### src/rtl/tm_pkg.sv
// Shared definitions for the TM ALU family.
// FSM encoding and width helpers.
package tm_pkg;

    typedef enum logic [1:0] {
        IDLE,
        MAC,
        DIV,
        WB
    } tmState_t;

    function automatic int sumWidth(input int w, input int c);
        return w + c + 1;
    endfunction

    function automatic int chWidth(input int n);
        return (n > 1) ? $clog2(n) : 1;
    endfunction

endpackage

### src/rtl/tm_seq_divider.sv
// Sequential restoring divider, one quotient bit per cycle.
// done is high during the cycle whose closing edge writes the last bit.
module tm_seq_divider #(
    parameter int DIVIDEND_W = 17,
    parameter int DIVISOR_W  = 9
) (
    input  logic                  clk,
    input  logic                  reset,
    input  logic                  start,
    input  logic [DIVIDEND_W-1:0] dividend,
    input  logic [DIVISOR_W-1:0]  divisor,
    output logic                  busy,
    output logic                  done,
    output logic [DIVIDEND_W-1:0] quotient
);

    localparam int IT_W = $clog2(DIVIDEND_W + 1);

    logic [DIVISOR_W-1:0]  rem;
    logic [DIVISOR_W-1:0]  dvsr;
    logic [DIVIDEND_W-1:0] quo;
    logic [IT_W-1:0]       iter;
    logic [DIVISOR_W:0]    trial;
    logic [DIVISOR_W:0]    diff;
    logic                  fits;

    always_comb begin
        trial = {rem, quo[DIVIDEND_W-1]};
        diff  = trial - {1'b0, dvsr};
        fits  = (trial >= {1'b0, dvsr});
    end

    assign done     = busy && (iter == IT_W'(1));
    assign quotient = quo;

    always_ff @(posedge clk or posedge reset) begin
        if (reset) begin
            rem  <= '0;
            dvsr <= '0;
            quo  <= '0;
            iter <= '0;
            busy <= 1'b0;
        end else if (start) begin
            rem  <= '0;
            dvsr <= divisor;
            quo  <= dividend;
            iter <= IT_W'(DIVIDEND_W);
            busy <= 1'b1;
        end else if (busy) begin
            // remainder stays below the divisor, so it fits DIVISOR_W bits
            rem  <= fits ? diff[DIVISOR_W-1:0] : trial[DIVISOR_W-1:0];
            quo  <= {quo[DIVIDEND_W-2:0], fits};
            iter <= iter - IT_W'(1);
            if (iter == IT_W'(1)) begin
                busy <= 1'b0;
            end
        end
    end

endmodule

### src/rtl/tm_avg_tracker.sv
// Per-channel running average (exact or EMA) of TM transaction length.
// One request in flight; result and channel state written in WB.
module tm_avg_tracker
    import tm_pkg::*;
#(
    parameter int WIDTH     = 8,
    parameter int CNT_W     = 8,
    parameter int NCH       = 4,
    parameter int EMA_SHIFT = 3,
    localparam int CH_W     = chWidth(NCH)
) (
    input  logic             clk,
    input  logic             reset,
    input  logic             in_valid,
    output logic             in_ready,
    input  logic [CH_W-1:0]  in_ch,
    input  logic [WIDTH-1:0] in_len,
    input  logic             in_clr,
    input  logic             ema_mode,
    output logic             out_valid,
    output logic [CH_W-1:0]  out_ch,
    output logic [WIDTH-1:0] out_avg,
    output logic [CNT_W-1:0] out_cnt,
    output logic             out_sat
);

    localparam int SUM_W = sumWidth(WIDTH, CNT_W);
    localparam int DIV_W = CNT_W + 1;
    localparam logic [CNT_W-1:0] CNT_MAX = '1;

    tmState_t state;
    tmState_t nextState;

    logic [WIDTH-1:0] avgMem [NCH];
    logic [CNT_W-1:0] cntMem [NCH];

    logic [CH_W-1:0]  reqCh;
    logic [WIDTH-1:0] reqLen;
    logic             reqClr;
    logic             reqEma;

    logic [WIDTH-1:0] curAvg;
    logic [CNT_W-1:0] curCnt;
    logic [SUM_W-1:0] macSum;
    logic [DIV_W-1:0] divisor;
    logic [SUM_W-1:0] quotient;
    logic             divBusy;
    logic             divDone;
    logic             transfer;

    logic signed [WIDTH:0] emaDiff;
    logic signed [WIDTH:0] emaStep;
    logic signed [WIDTH:0] emaSum;
    logic [WIDTH-1:0]      emaAvg;
    logic [WIDTH-1:0]      divAvg;
    logic [WIDTH-1:0]      avgNew;
    logic [CNT_W-1:0]      cntNew;
    logic                  satNew;

    assign curAvg   = avgMem[reqCh];
    assign curCnt   = cntMem[reqCh];
    assign in_ready = (state == IDLE) && !divBusy;
    assign transfer = in_valid && in_ready;

    always_comb begin
        macSum  = SUM_W'(curAvg) * SUM_W'(curCnt) + SUM_W'(reqLen);
        divisor = DIV_W'(curCnt) + DIV_W'(1);
    end

    tm_seq_divider #(
        .DIVIDEND_W(SUM_W),
        .DIVISOR_W (DIV_W)
    ) uDiv (
        .clk     (clk),
        .reset   (reset),
        .start   (state == MAC),
        .dividend(macSum),
        .divisor (divisor),
        .busy    (divBusy),
        .done    (divDone),
        .quotient(quotient)
    );

    always_comb begin
        nextState = state;
        unique case (state)
            IDLE: begin
                if (transfer) begin
                    nextState = (in_clr || ema_mode) ? WB : MAC;
                end
            end
            MAC: nextState = DIV;
            DIV: begin
                if (divDone) begin
                    nextState = WB;
                end
            end
            WB: nextState = IDLE;
            default: nextState = IDLE;
        endcase
    end

    // quotient and EMA are bounded by the inputs; the clamps never fire
    always_comb begin
        emaDiff = $signed({1'b0, reqLen}) - $signed({1'b0, curAvg});
        emaStep = emaDiff >>> EMA_SHIFT;
        emaSum  = $signed({1'b0, curAvg}) + emaStep;
        emaAvg  = emaSum[WIDTH] ? '0 : emaSum[WIDTH-1:0];
        divAvg  = (|quotient[SUM_W-1:WIDTH]) ? '1 : quotient[WIDTH-1:0];
    end

    always_comb begin
        avgNew = '0;
        cntNew = '0;
        satNew = 1'b0;
        if (!reqClr) begin
            cntNew = (curCnt == CNT_MAX) ? CNT_MAX : curCnt + 1'b1;
            satNew = (cntNew == CNT_MAX);
            if (!reqEma) begin
                avgNew = divAvg;
            end else if (curCnt == '0) begin
                avgNew = reqLen;
            end else begin
                avgNew = emaAvg;
            end
        end
    end

    always_ff @(posedge clk or posedge reset) begin
        if (reset) begin
            state <= IDLE;
        end else begin
            state <= nextState;
        end
    end

    always_ff @(posedge clk or posedge reset) begin
        if (reset) begin
            for (int i = 0; i < NCH; i++) begin
                avgMem[i] <= '0;
                cntMem[i] <= '0;
            end
            reqCh     <= '0;
            reqLen    <= '0;
            reqClr    <= 1'b0;
            reqEma    <= 1'b0;
            out_valid <= 1'b0;
            out_ch    <= '0;
            out_avg   <= '0;
            out_cnt   <= '0;
            out_sat   <= 1'b0;
        end else begin
            out_valid <= 1'b0;
            if (transfer) begin
                reqCh  <= in_ch;
                reqLen <= in_len;
                reqClr <= in_clr;
                reqEma <= ema_mode;
            end
            if (state == WB) begin
                avgMem[reqCh] <= avgNew;
                cntMem[reqCh] <= cntNew;
                out_valid     <= 1'b1;
                out_ch        <= reqCh;
                out_avg       <= avgNew;
                out_cnt       <= cntNew;
                out_sat       <= satNew;
            end
        end
    end

endmodule
### config.mk
export PLATFORM = sky130hd
export DESIGN_NAME = tm_avg_tracker
export DESIGN_NICKNAME = d
export VERILOG_FILES = /design/src/rtl/tm_pkg.sv /design/src/rtl/tm_seq_divider.sv /design/src/rtl/tm_avg_tracker.sv
export SDC_FILE = /design/constraint.sdc
export NUM_CORES = 1
export LEC_CHECK = 0
export ABC_AREA = 1
export BUFFER_PORTS_ARGS = -buffer_cell sky130_fd_sc_hd__buf_2
export CAP_MARGIN = 20
export CORE_MARGIN = 2
export CORE_UTILIZATION = 39
export CTS_CLUSTER_DIAMETER = 200
export DETAILED_ROUTE_END_ITERATION = 16
export PLACE_DENSITY_LB_ADDON = 0.2
export SYNTH_ARGS = -nofsm -noshare
export SYNTH_HDL_FRONTEND = slang
export SYNTH_SLANG_ARGS = --single-unit
### constraint.sdc
create_clock -name clk -period 5.4 [get_ports clk]
set_input_delay 1.35 -clock clk [delete_from_list [all_inputs] [get_ports clk]]
set_output_delay 1.35 -clock clk [all_outputs]
set_load 0.02 [all_outputs]
======== Word-level counts from Yosys, hierarchy flattened ========
Index checks and enable logic that the tools add are counted.
cells by class
  add/subtract/negate cells ............... 7
  $lt $le $gt $ge ......................... 3
  mux-type cells .......................... 33
  eq/ne operators ......................... 8
  reduce and logical (&&, ||, !) cells .... 11
  bitwise logic cells ..................... 1
  multipliers ............................. 1
operator list
  kind                   count
  $mux W8                12
  $bwmux W32             2
  $mux W17               2
  $bmux W8 S2            2
  $mux W9                3
  $add A16 B8 Y17        1
  $demux W8 S2           1
  $eq A8 B8 Y1 const B   2
  $mul A8 B8 Y16         1
  $ge A10 B9 Y1          1
  $mux W5                2
  $add A8 B1 Y9 const B  1
  $add A9 B6 Y9          1
  $reduce_or A9 Y1       1
  $sub A8 B8 Y9          1
  $sub A9 B9 Y9          1
  $add A8 B1 Y8 const B  1
  $logic_not A8 Y1       1
  $pmux W2 S4            1
  $mux W2                3
  $eq A5 B1 Y1 const B   1
  $mux W1                5
  $sub A5 B1 Y5 const B  1
  $eq A2 B2 Y1 const B   2
  other kinds (11)       15
storage, ports and cells
  logic and storage cells ................. 87
  register bits ........................... 139
  input bits .............................. 15
  output and inout port bits .............. 21

======== Longest topological paths before layout ========
  depth after elaboration ................. 11
  gate-level depth with buffers ........... 28
  gate-level depth less buffers ........... 27

======== By module ========
A second synthesis with hierarchy kept.
unflattened totals
  cells, all modules ...................... 1,341
  area, all modules ....................... 10,237.3 um^2
modules (own cells, without submodules)
  module          area each (um^2)  instances  cells each  sequential area each (um^2)
  tm_avg_tracker  7,930.1           1          1,048       2,452.4
  tm_seq_divider  2,307.2           1          293         1,026.0

======== Worst setup path after synthesis ========
No wires, ideal clock.
  path type ............................... reg2reg
  start ................................... register reqCh[0]
  end ..................................... register uDiv.quo[16], in the netlist uDiv.quotient[16]
  arrival time ............................ 5,010 ps
  library setup time ...................... 139 ps
  stages on the path, launching flop included .. 24
  data required time ...................... 5,261 ps
  path slack .............................. 251 ps
  clock period less this slack ............ 5,149 ps
  buffers on the path ..................... 2
  path through ............................ dfrtp_1 > buf_6 > buf_2 > or2_2 > a31oi_1 > clkinv_1 > nand2_1 > fa_1 > fa_1 > inv_1 > fa_1 > inv_1 > fa_1 > inv_1 > ha_1 > a21oi_1 > o21ai_0 > nand2_1 > nand3_1 > nand3_1 > nand2_1 > or2_2 > nand3_1 > o221ai_1
on the way
  word-level cells in the longest chain between the ends .. 7
  elaborated cells between the ends (all ways) .. 10
  classes of those cells .................. 1 x add/sub; 1 x mul; 7 x mux; 1 x bitwise
RTL lines
  element                                  RTL line                                    source
  start: declaration                       tm_avg_tracker.sv:37                        logic [CH_W-1:0] reqCh;
  start signal: assignment                 tm_avg_tracker.sv:155                       reqCh <= in_ch;
  $not A2 Y3 (not written as such) *       tm_avg_tracker.sv:60, tm_avg_tracker.sv:61
  $bmux W8 S2 (on tied branches)           tm_avg_tracker.sv:60, tm_avg_tracker.sv:61
  $mux W8 (on tied branches) (2 in a row)  tm_avg_tracker.sv:60, tm_avg_tracker.sv:61
  $mul A8 B8 Y16 *                         tm_avg_tracker.sv:66                        macSum = SUM_W'(curAvg) * SUM_W'(curCnt) + SUM_W'(reqLen);
  $add A16 B8 Y17 *                        tm_avg_tracker.sv:66
  $mux W17 *                               tm_seq_divider.sv:43                        end else if (start) begin
  end signal: assignment                   tm_seq_divider.sv:46                        quo <= dividend;
  end signal: assignment                   tm_seq_divider.sv:52                        quo <= {quo[DIVIDEND_W-2:0], fits};
  end: declaration                         tm_seq_divider.sv:21                        logic [DIVIDEND_W-1:0] quo;
Every way passes the cells marked *; elsewhere a longest branch is shown, timed or not. The select of a mux whose other input is x is not followed.
A chain may end at the register's enable or synchronous reset.

======== Worst setup path in the final report ========
  start ................................... register reqCh[0]
  end ..................................... register uDiv.quo[13], in the netlist uDiv.quotient[13]
The elaborated chain is that of the path after synthesis.

==> summary.md <==
| Metric | Value |
|---|---|
| Max-slew headroom | `25.00%` |
| Vias per inst | `4.998` |
| Post-route setup slack | `264.8 ps` |
| GP Congestion | `0.9004` |
| Final Non-Filler Cells | `1682` |
| Final setup viols | `0` |
| Antenna-violating nets left | `0` |
| Dpl hpwl | `20030 um` |
| Layout cells sized above 1 | `15.44%` |
| Crit-path slowest cell | `fa_1` |
| Max Slew Vio Count | `0` |
| Gr usage total | `20.96%` |
| DRT iter0 DRCs | `551` |
| Die ar. | `0.02741 mm2` |
| Type of origin of the critical path | `flop` |
| H-Tree Depth | `4` |
| Initial antenna violation count | `0` |
| Die width | `165.6 um` |
| Synthesized flop and latch total | `139` |
| Register Area | `0.003480 mm2` |
| GR Overflow Total | `0` |
| Post-CTS Hold Fix Bufs | `0` |
| Port-buffer cells | `35` |
| Worst-path clk slew | `60 ps` |
| Final nets | `1468` |
| Number of fill cells in the layout | `2582` |
| Critical Path RT | `5680 ps` |
| Tmin final | `5135 ps` |
| CTS tree | `done` |
| CP Max Fanout | `11` |
| Layout Skew | `12.34 ps` |
| Status | `finished, final reports clean` |
| Pre-CTS WS | `18.71 ps` |
| Commonest cells after routing, fill and taps aside | `nand2_1, inv_1, dfrtp_1` |
| Final WL | `26870 um` |
| P&R area growth vs syn | `14.10%` |
| Die Span Y | `165.6 um` |
| FMAX | `0.1947 GHz` |
| Delay-heaviest family, CP | `adder cells` |
| First-pass GRT wire length | `44290 um` |
| Syn Area/Cell | `7.965 um2` |
| Crit path kind | `flop to flop` |
| Diode count | `0` |
| Largest stage delay on the critical path | `550 ps` |
| Seq/Total Area, Yosys | `34.17%` |
| Crit-path cells | `inv_4 -> buf_4 -> nand2_1 -> nand3_1 -> o211ai_2 -> buf_4 -> nand2_1 -> inv_1 -> fa_1 -> fa_1 -> inv_1 -> fa_1 -> fa_1 -> inv_1 -> ha_1 -> nand2_1 -> nand2_1 -> a31oi_1 -> inv_1 -> a21oi_2 -> o21ai_0 -> o21ai_0 -> o221ai_1` |
| Hold Path Class | `flop to flop` |
| Commonest non-fill, non-tap cell in the layout | `nand2_1` |
| Worst Setup End Kind | `flop` |
| Fin crit share | `95.10%` |
| Worst-Skew Late Latency | `430 ps` |
| Yosys cell types | `48` |
| Post-placement cell count | `1646` |
| Final Hold Fails | `0` |
| WL per Instance | `15.97 um` |
| Inserted Clock Buffers | `17` |
| CTS Buffer Depth | `2` |
| DR pass1 iterations | `5` |
| Core Area | `0.02584 mm2` |
| Slew @ Worst Pin | `1121 ps` |
| Max-cap viol count | `0` |
| Cell count after synthesis | `1278` |
| DRC violations left | `0` |
| WP buf/inv | `7` |
| Syn Nets | `1412` |
| Largest net degree at the start of global routing | `110` |
| Synth Warn # | `0` |
| WP data arrival | `5410 ps` |
| Clock sink count | `139` |
| I/O pins | `36` |
| Vias in the first global route | `8221` |
| Mapped Area | `0.01018 mm2` |
| Clk root buf | `clkbuf_16` |
| RSZ-0062 raised after global routing | `true` |
| Initial Utilization | `39.40%` |
| Multi-input logic area | `0.005774 mm2` |
| Via count | `8407` |
| Core Rows | `59` |
[state kept, by name, summed over array words and instances (netlist names), 5 cells and up]
| name | cells |
|---|---|
| uDiv.iter | 5 |
| out_avg | 8 |
| out_cnt | 8 |
| cntMem | 32 |
| uDiv.dvsr | 9 |
| uDiv.quotient | 17 |
| reqLen | 8 |
| avgMem | 32 |
| uDiv.rem | 9 |
[layout make-up]
| type | instances | area share (%) |
|---|---|---|
| inverter | 217 | 7.099 |
| sequential | 139 | 29.96 |
| clock buffer | 19 | 3.813 |
| tap | 335 | 3.609 |
| timing repair buffer | 78 | 4.460 |
| clock inverter | 13 | 1.347 |
| multi-input combinational | 881 | 49.71 |
[tightest hold or removal path, stage by stage (launching register included)]
cell and delay [ps]:
dfrtp_1 340, nand2_1 50, nand2_1 60
[synthesized netlist by cell type (all sizes together)]
cell type    n  area, um2
o21ai       82      410.4
or2         18      112.6
o221ai      15      131.4
nor3         3      15.01
a21o         1      7.510
clkinv       9      33.78
a211oi       2      15.01
o211ai       9      82.58
mux2         1      11.26
o2111ai      1      8.760
nand2      353       1429
a21oi       46      230.2
clkbuf      26      97.59
xnor2       14      122.6
inv        208      780.8
o31ai        4      30.03
a32o         1      10.01
xor2         7      61.31
a22o         8      70.07
nand3b       5      53.80
nand4        5      31.28
fa          46      920.9
nand3       90      545.5
buf         16      105.1
a31oi       13      81.33
o22ai        5      31.28
ha          73      913.4
o21bai       2      15.01
nor2        72      307.8
a31o         1      8.760
dfrtp      139       3478
a22oi        3      27.52
[stage by stage]
step / utilization, % / TNS, ps / area (um2) / hold slack, ps
CTS: 44.42 / 0 / 11480 / 474.2
floorplan: - / 0 / 10180 / 441.0
global route: 44.95 / -37.31 / 11610 / 487.5
finish: 44.95 / 0 / 11610 / 477.6
detailed placement: 42.10 / 0 / 10880 / 457.6
global placement: 42.10 / 0 / 10880 / 452.0
[final timing paths]
check                           start           endpoint  slack [ps]  cells past startpoint
setup / recovery             reqCh[0]  uDiv.quotient[13]         260                     23
hold / removal             avgMem[15]         avgMem[15]         480                      2
setup reg to reg             reqCh[0]  uDiv.quotient[13]         260                     23
hold reg to reg            avgMem[15]         avgMem[15]         480                      2
max in group asynchronous       reset         avgMem[13]        3650                      3
min in group asynchronous       reset       uDiv.iter[4]         940                      2
[cell families (layout without fill, tap and decap cells)]
kind of cell             count (synthesis)  in the layout  share of synthesized area (%)
XOR/XNOR                                21             21                          1.807
adder cells (fa/ha/maj)                119            119                          18.02
AO/OA/AOI/OAI                          193            193                          11.39
AND/OR/NAND/NOR                        546            547                          24.51
buffers and inverters                  259            327                          9.993
flip-flops                             139            139                          34.17
multiplexers                             1              1                         0.1106
[repair_timing]
action                     CTS  global route
setup endpoints to repair    0            10
hold endpoints to repair     0             0
resized for setup            0            26
buffers inserted             0             2
[per-layer routing]
layer / vias to the layer above / part of all wire (%) / routed length (um) / global-route usage (%)
li1: 4174 / - / - / -
met1: 4055 / 49 / 13040 / 29.86
met2: 155 / 47 / 12640 / 33.97
met3: 23 / 3.3 / 891 / 3.197
met4: 0 / 1.1 / 292 / 4.193
met5: - / 0 / 0 / 0
Power is not shown: default switching activity piles up to over one toggle a cycle in this logic, so the estimate is an artifact.
